$ cat src/rtl/uart_tx_fifo.sv
// UART transmitter (8N1) fed by a DEPTH-entry byte FIFO.
// A byte is accepted on i_valid && o_ready; the FSM pops the head of the
// FIFO into a shift register and serialises it LSB first. Frames run
// back-to-back when bytes are waiting.
module uart_tx_fifo #(
    parameter int CLKS_PER_BIT = 173,
    parameter int DEPTH        = 16
) (
    input  logic                     i_clk,
    input  logic                     i_rst_n,
    input  logic [7:0]               i_data,
    input  logic                     i_valid,
    output logic                     o_ready,
    output logic                     o_tx,
    output logic                     o_busy,
    output logic [$clog2(DEPTH):0]   o_count
);

    localparam int AW = $clog2(DEPTH);
    localparam int CW = (CLKS_PER_BIT > 1) ? $clog2(CLKS_PER_BIT) : 1;
    localparam logic [CW-1:0] BAUD_LAST = CW'(CLKS_PER_BIT - 1);
    localparam logic [AW:0]   FULL_CNT  = (AW+1)'(DEPTH);

    typedef enum logic [1:0] {IDLE, START, DATA, STOP} state_t;

    // FIFO storage and pointers
    logic [7:0]    mem [DEPTH];
    logic [AW-1:0] wr_ptr, rd_ptr;
    logic [AW:0]   count_d;
    logic          push, pop;

    // Transmit datapath
    state_t        state, state_d;
    logic [7:0]    sh, sh_d;
    logic [2:0]    bit_idx, bit_d;
    logic [CW-1:0] baud, baud_d;
    logic          tx_d;
    logic          bit_end;

    assign push    = i_valid && o_ready;
    assign count_d = o_count + (AW+1)'(push) - (AW+1)'(pop);
    assign bit_end = (baud == BAUD_LAST);
    assign o_busy  = (state != IDLE) || (o_count != '0);

    // FIFO storage write; contents need no reset since count gates reads
    always_ff @(posedge i_clk) begin
        if (push) mem[wr_ptr] <= i_data;
    end

    // FIFO pointers, occupancy and registered ready
    always_ff @(posedge i_clk or negedge i_rst_n) begin
        if (!i_rst_n) begin
            wr_ptr  <= '0;
            rd_ptr  <= '0;
            o_count <= '0;
            o_ready <= 1'b0;
        end else begin
            if (push) wr_ptr <= wr_ptr + AW'(1);
            if (pop)  rd_ptr <= rd_ptr + AW'(1);
            o_count <= count_d;
            o_ready <= (count_d != FULL_CNT);
        end
    end

    // FSM and transmit registers; o_tx is registered so the line never glitches
    always_ff @(posedge i_clk or negedge i_rst_n) begin
        if (!i_rst_n) begin
            state   <= IDLE;
            o_tx    <= 1'b1;
            sh      <= '0;
            bit_idx <= '0;
            baud    <= '0;
        end else begin
            state   <= state_d;
            o_tx    <= tx_d;
            sh      <= sh_d;
            bit_idx <= bit_d;
            baud    <= baud_d;
        end
    end

    // Next-state logic: baud counter reloads at every bit boundary
    always_comb begin
        state_d = state;
        tx_d    = o_tx;
        sh_d    = sh;
        bit_d   = bit_idx;
        baud_d  = baud;
        pop     = 1'b0;
        case (state)
            IDLE: begin
                tx_d = 1'b1;
                if (o_count != '0) begin
                    pop     = 1'b1;
                    sh_d    = mem[rd_ptr];
                    tx_d    = 1'b0;
                    baud_d  = '0;
                    state_d = START;
                end
            end
            START: begin
                if (bit_end) begin
                    baud_d  = '0;
                    bit_d   = 3'd0;
                    tx_d    = sh[0];
                    sh_d    = {1'b0, sh[7:1]};
                    state_d = DATA;
                end else begin
                    baud_d = baud + CW'(1);
                end
            end
            DATA: begin
                if (bit_end) begin
                    baud_d = '0;
                    if (bit_idx == 3'd7) begin
                        tx_d    = 1'b1;
                        state_d = STOP;
                    end else begin
                        bit_d = bit_idx + 3'd1;
                        tx_d  = sh[0];
                        sh_d  = {1'b0, sh[7:1]};
                    end
                end else begin
                    baud_d = baud + CW'(1);
                end
            end
            STOP: begin
                if (bit_end) begin
                    baud_d = '0;
                    if (o_count != '0) begin
                        // Chain straight into the next start bit, no idle gap
                        pop     = 1'b1;
                        sh_d    = mem[rd_ptr];
                        tx_d    = 1'b0;
                        state_d = START;
                    end else begin
                        tx_d    = 1'b1;
                        state_d = IDLE;
                    end
                end else begin
                    baud_d = baud + CW'(1);
                end
            end
            default: begin
                tx_d    = 1'b1;
                state_d = IDLE;
            end
        endcase
    end

endmodule

$ cat config.mk
export PLATFORM = sky130hd
export DESIGN_NAME = uart_tx_fifo
export DESIGN_NICKNAME = d
export VERILOG_FILES = /design/src/rtl/uart_tx_fifo.sv
export SDC_FILE = /design/constraint.sdc
export NUM_CORES = 1
export LEC_CHECK = 0
export ABC_AREA = 1
export BUFFER_PORTS_ARGS = -buffer_cell sky130_fd_sc_hd__buf_2
export CORE_UTILIZATION = 58
export CTS_BUF_LIST = sky130_fd_sc_hd__clkbuf_8
export CTS_CLUSTER_SIZE = 28
export DETAILED_ROUTE_END_ITERATION = 6
export PLACE_DENSITY = 0.81
export RECOVER_POWER = 25
export SYNTH_ARGS = -nofsm -noshare
export SYNTH_HDL_FRONTEND = slang
export SYNTH_SLANG_ARGS = --single-unit
export TNS_END_PERCENT = 100
$ cat constraint.sdc
create_clock -name i_clk -period 2.8 [get_ports i_clk]
set_input_delay 0.42 -clock i_clk [delete_from_list [all_inputs] [get_ports i_clk]]
set_output_delay 0.42 -clock i_clk [all_outputs]
set_load 0.05 [all_outputs]
==> results.txt <==
The static power due to leakage was 3.50 nW; the fraction of final layout cells with drive strength greater than 1 was 11.4%. The count of buffers added on input and output ports is 18. The tool flagged a number of max-cap violations equal to 0. Setup repair after global routing could not meet its margin everywhere. The count of final setup violators is 0. The number of clock buffers added by TritonCTS is 17. Once the floorplan was initialized, standard cells occupied 60.7% of the core. The tools report the number of pins exceeding their max-slew limit in the final report as 0. The synthesized netlist contains 32 unique library cells. The synthesized flop and latch total is 164, and the number of buffers on the longest clock path is 2.

The logs give 40 for the count of standard-cell rows and 0.684 mV for the maximum resistive drop on vdd. In this run the critical register-to-register path is launched from o_count[3]. For the arrival time at the worst endpoint, the log shows 3.13 ns.

Power spread over the standard cell area amounts to 726 nW/um2. The total negative slack came out at 0 ns. When the netlist entered floorplanning its net count stood at 768. The data required time at the worst endpoint is 3.14 ns. Critical path startpoint category: a flop. The worst path uses 99.6% of the clock period. The number of antenna diodes in the final layout is 0. The area growth from synthesis to layout is 10.7%. For the pin with the worst max-slew slack, the measured transition is 0.871 ns. STA classifies the critical path endpoint as a flop. Headroom to the max-slew limit came out at 41.7%.

Leaving out fill and tap cells, the most frequent cell in the layout is sky130_fd_sc_hd__nand2_1. The logs give 0.0155 ns for the final clock skew and 0 for the post-route antenna net violation count. The first TritonRoute pass finished after 5 iterations. Along the worst path, the maximum fanout reaches 3. The tools report the final wirelength as 15.7 mm.

Pin placement for this block handled 19 I/O pins. Mean number of vias per cell: 5.51. CTS built an H-tree with a depth of 4.

Measured in cells, the most critical reg-to-reg path has a length of 18. The final net count is 801, and the clock network latency to the later pin of the worst-skew pair is 0.47 ns. Yosys printed 0 warnings. The run gives 908 as the cell count after placement. In the final routed layout, each cell accounts on average for 16.6 um.

CTS placed an instance of sky130_fd_sc_hd__clkbuf_8 at the clock tree root. The run gives 5,057 as the via count of the first global-routing pass. TritonCTS built the clock tree.

The worst path needs 2.79 ns of the cycle, external delays included. Number of buffers added to fix hold violations after cts: 0. The upper clock frequency limit is 358 MHz, and the count of placed standard cells in the final layout, fillers left out is 950. The setup check on the worst reg-to-reg path leaves a slack of 0.01 ns. Overall power consumption after layout is estimated at 5.96 mW.

The HPWL after detailed placement is 10.0 mm. The overall die width works out to 115 um. Clock-pin slew was measured on the worst setup and hold paths at 0.09 ns. The critical setup path kind is flop to flop. With fillers left out, the area of the finished cells amounts to 8200 um2.

The initial antenna violation count is 0, and the total vias in the final route is 5,231. The total area inside the core boundary comes to 12,200 um2. For this run, the total global-route usage over all layers was measured as 26.1%. The mapped netlist covers 7410 um2. Count of mapped cells out of synthesis: 736.

The area enclosed by the die boundary is 13,200 um2. In the routed design, unresolved DRC markers number 0. The logs give 68 for the largest net degree at the start of global routing and 0 for the remaining global-route overflow.

The first global-routing pass estimated 25.2 mm of wire. Height of the die: 115 um. The library cells used most frequently in the layout, excluding fill and tap cells, are sky130_fd_sc_hd__nand2_1, sky130_fd_sc_hd__edfxtp_1, sky130_fd_sc_hd__nand3_1. The starting DRC count in detailed routing is 582, and the number of sinks driven by the clock tree is 164. Summing the sequential cell areas from Yosys gives 64.0% of the chip area. Type of the tightest min-delay check: input pin to asynchronous set/reset pin. The flow ran to the end, and the final reports show no timing, DRC or antenna violations. Final weighted congestion of routability-driven global placement: 0.878.

For the area after detailed placement, the log shows 7680 um2. The average cell area after synthesis was 10.1 um2; the total count of hold-check failures in the final report was 0. In this run the critical register-to-register path is captured at o_ready.
## metrics by stage
step	setup WS [ns]	utilization, %	hold WS [ns]
finish	0.00980	67.2	0.0562
detailed placement	-0.186	62.9	0.469
floorplan	0.00361	-	0.124
CTS	0.0205	66.3	0.0733
global placement	0.0723	62.9	0.459
global route	-0.0671	67.2	0.0991
## registers in the layout, indices dropped and copies added, names as in the netlist
name / cells
baud: 8
bit_idx: 3
mem: 128
o_count: 5
o_ready: 1
o_tx: 1
rd_ptr: 4
sh: 8
state: 2
wr_ptr: 4
## cell usage after synthesis (all sizes together)
cell type | instances | area share, %
nor3b | 1 | 0.10
o211ai | 3 | 0.30
o21ai | 15 | 1.2
buf | 15 | 1.2
a21oi | 8 | 0.54
ha | 20 | 3.4
dfstp | 1 | 0.35
a31oi | 2 | 0.17
o22ai | 3 | 0.25
nand3b | 1 | 0.10
edfxtp | 128 | 52
dfrtp | 35 | 12
nor2 | 49 | 2.5
clkinv | 3 | 0.15
nor3 | 2 | 0.14
nand2 | 242 | 12
xor2 | 13 | 1.5
xnor2 | 1 | 0.12
clkbuf | 10 | 0.51
nand4 | 3 | 0.25
nand3 | 92 | 6.4
fa | 1 | 0.27
inv | 88 | 4.5
## critical path, stage by stage (launching register included)
cell and delay (ns):
sky130_fd_sc_hd__dfrtp_1 0.42, sky130_fd_sc_hd__inv_2 0.10, sky130_fd_sc_hd__ha_4 0.12, sky130_fd_sc_hd__inv_1 0.03
sky130_fd_sc_hd__nor2_1 0.09, sky130_fd_sc_hd__nand2_1 0.09, sky130_fd_sc_hd__inv_2 0.09, sky130_fd_sc_hd__nor2_2 0.04
sky130_fd_sc_hd__nand2_2 0.09, sky130_fd_sc_hd__inv_2 0.06, sky130_fd_sc_hd__ha_4 0.25, sky130_fd_sc_hd__inv_2 0.04
sky130_fd_sc_hd__ha_4 0.15, sky130_fd_sc_hd__fa_2 0.37, sky130_fd_sc_hd__a21oi_2 0.15, sky130_fd_sc_hd__nor2_1 0.06
sky130_fd_sc_hd__nor2_1 0.15, sky130_fd_sc_hd__xor2_1 0.26, sky130_fd_sc_hd__nand3_1 0.11
## layout make-up
type	count	area [um2]
fill	881	4010
multi-input combinational	456	2260
clock buffer	17	234
tap	168	210
clock inverter	15	159
timing repair buffer	39	251
inverter	91	342
sequential	164	4750
## what timing repair did
action | 4_1_cts | 5_1_grt
pin swaps | 0 | 11
resized for setup | 1 | 18
gates cloned | 0 | 0
buffers inserted | 3 | 7
endpoints found under the setup margin | 2 | 2
## worst max path at each step
stage / from / to / slack, ns / cells past startpoint
after floorplan: o_count[2] / o_ready / 0.004 / 18
after global placement: state[0] / o_ready / 0.07 / 16
after detailed placement: state[0] / o_ready / -0.19 / 16
after CTS: state[1] / o_ready / 0.02 / 16
after global routing: o_count[2] / o_ready / -0.07 / 18
final: o_count[3] / o_ready / 0.01 / 18
## power by group
group	leakage (nW)	switching (mW)	internal, mW
sequential	1.59	0.121	2.92
combinational	1.71	0.842	0.373
clock	0.199	0.900	0.802
total	3.50	1.86	4.09
## kinds of logic after synthesis
family,share of synthesized area [%]
XOR/XNOR,1.65
adder cells (fa/ha/maj),3.65
flip-flops,64.0
AO/OA/AOI/OAI,2.43
buffers and inverters,6.31
AND/OR/NAND/NOR,21.9
## per-layer routing
layer  track usage [%]  vias up  wire [um]
met1              32.0     2485       6170
met2              42.9      237       7840
met4              13.9        0        482
met5                 0        -          0
met3              6.59       42       1240
li1                  -     2467          -
Note: power is estimated with default switching activity, not from simulation.
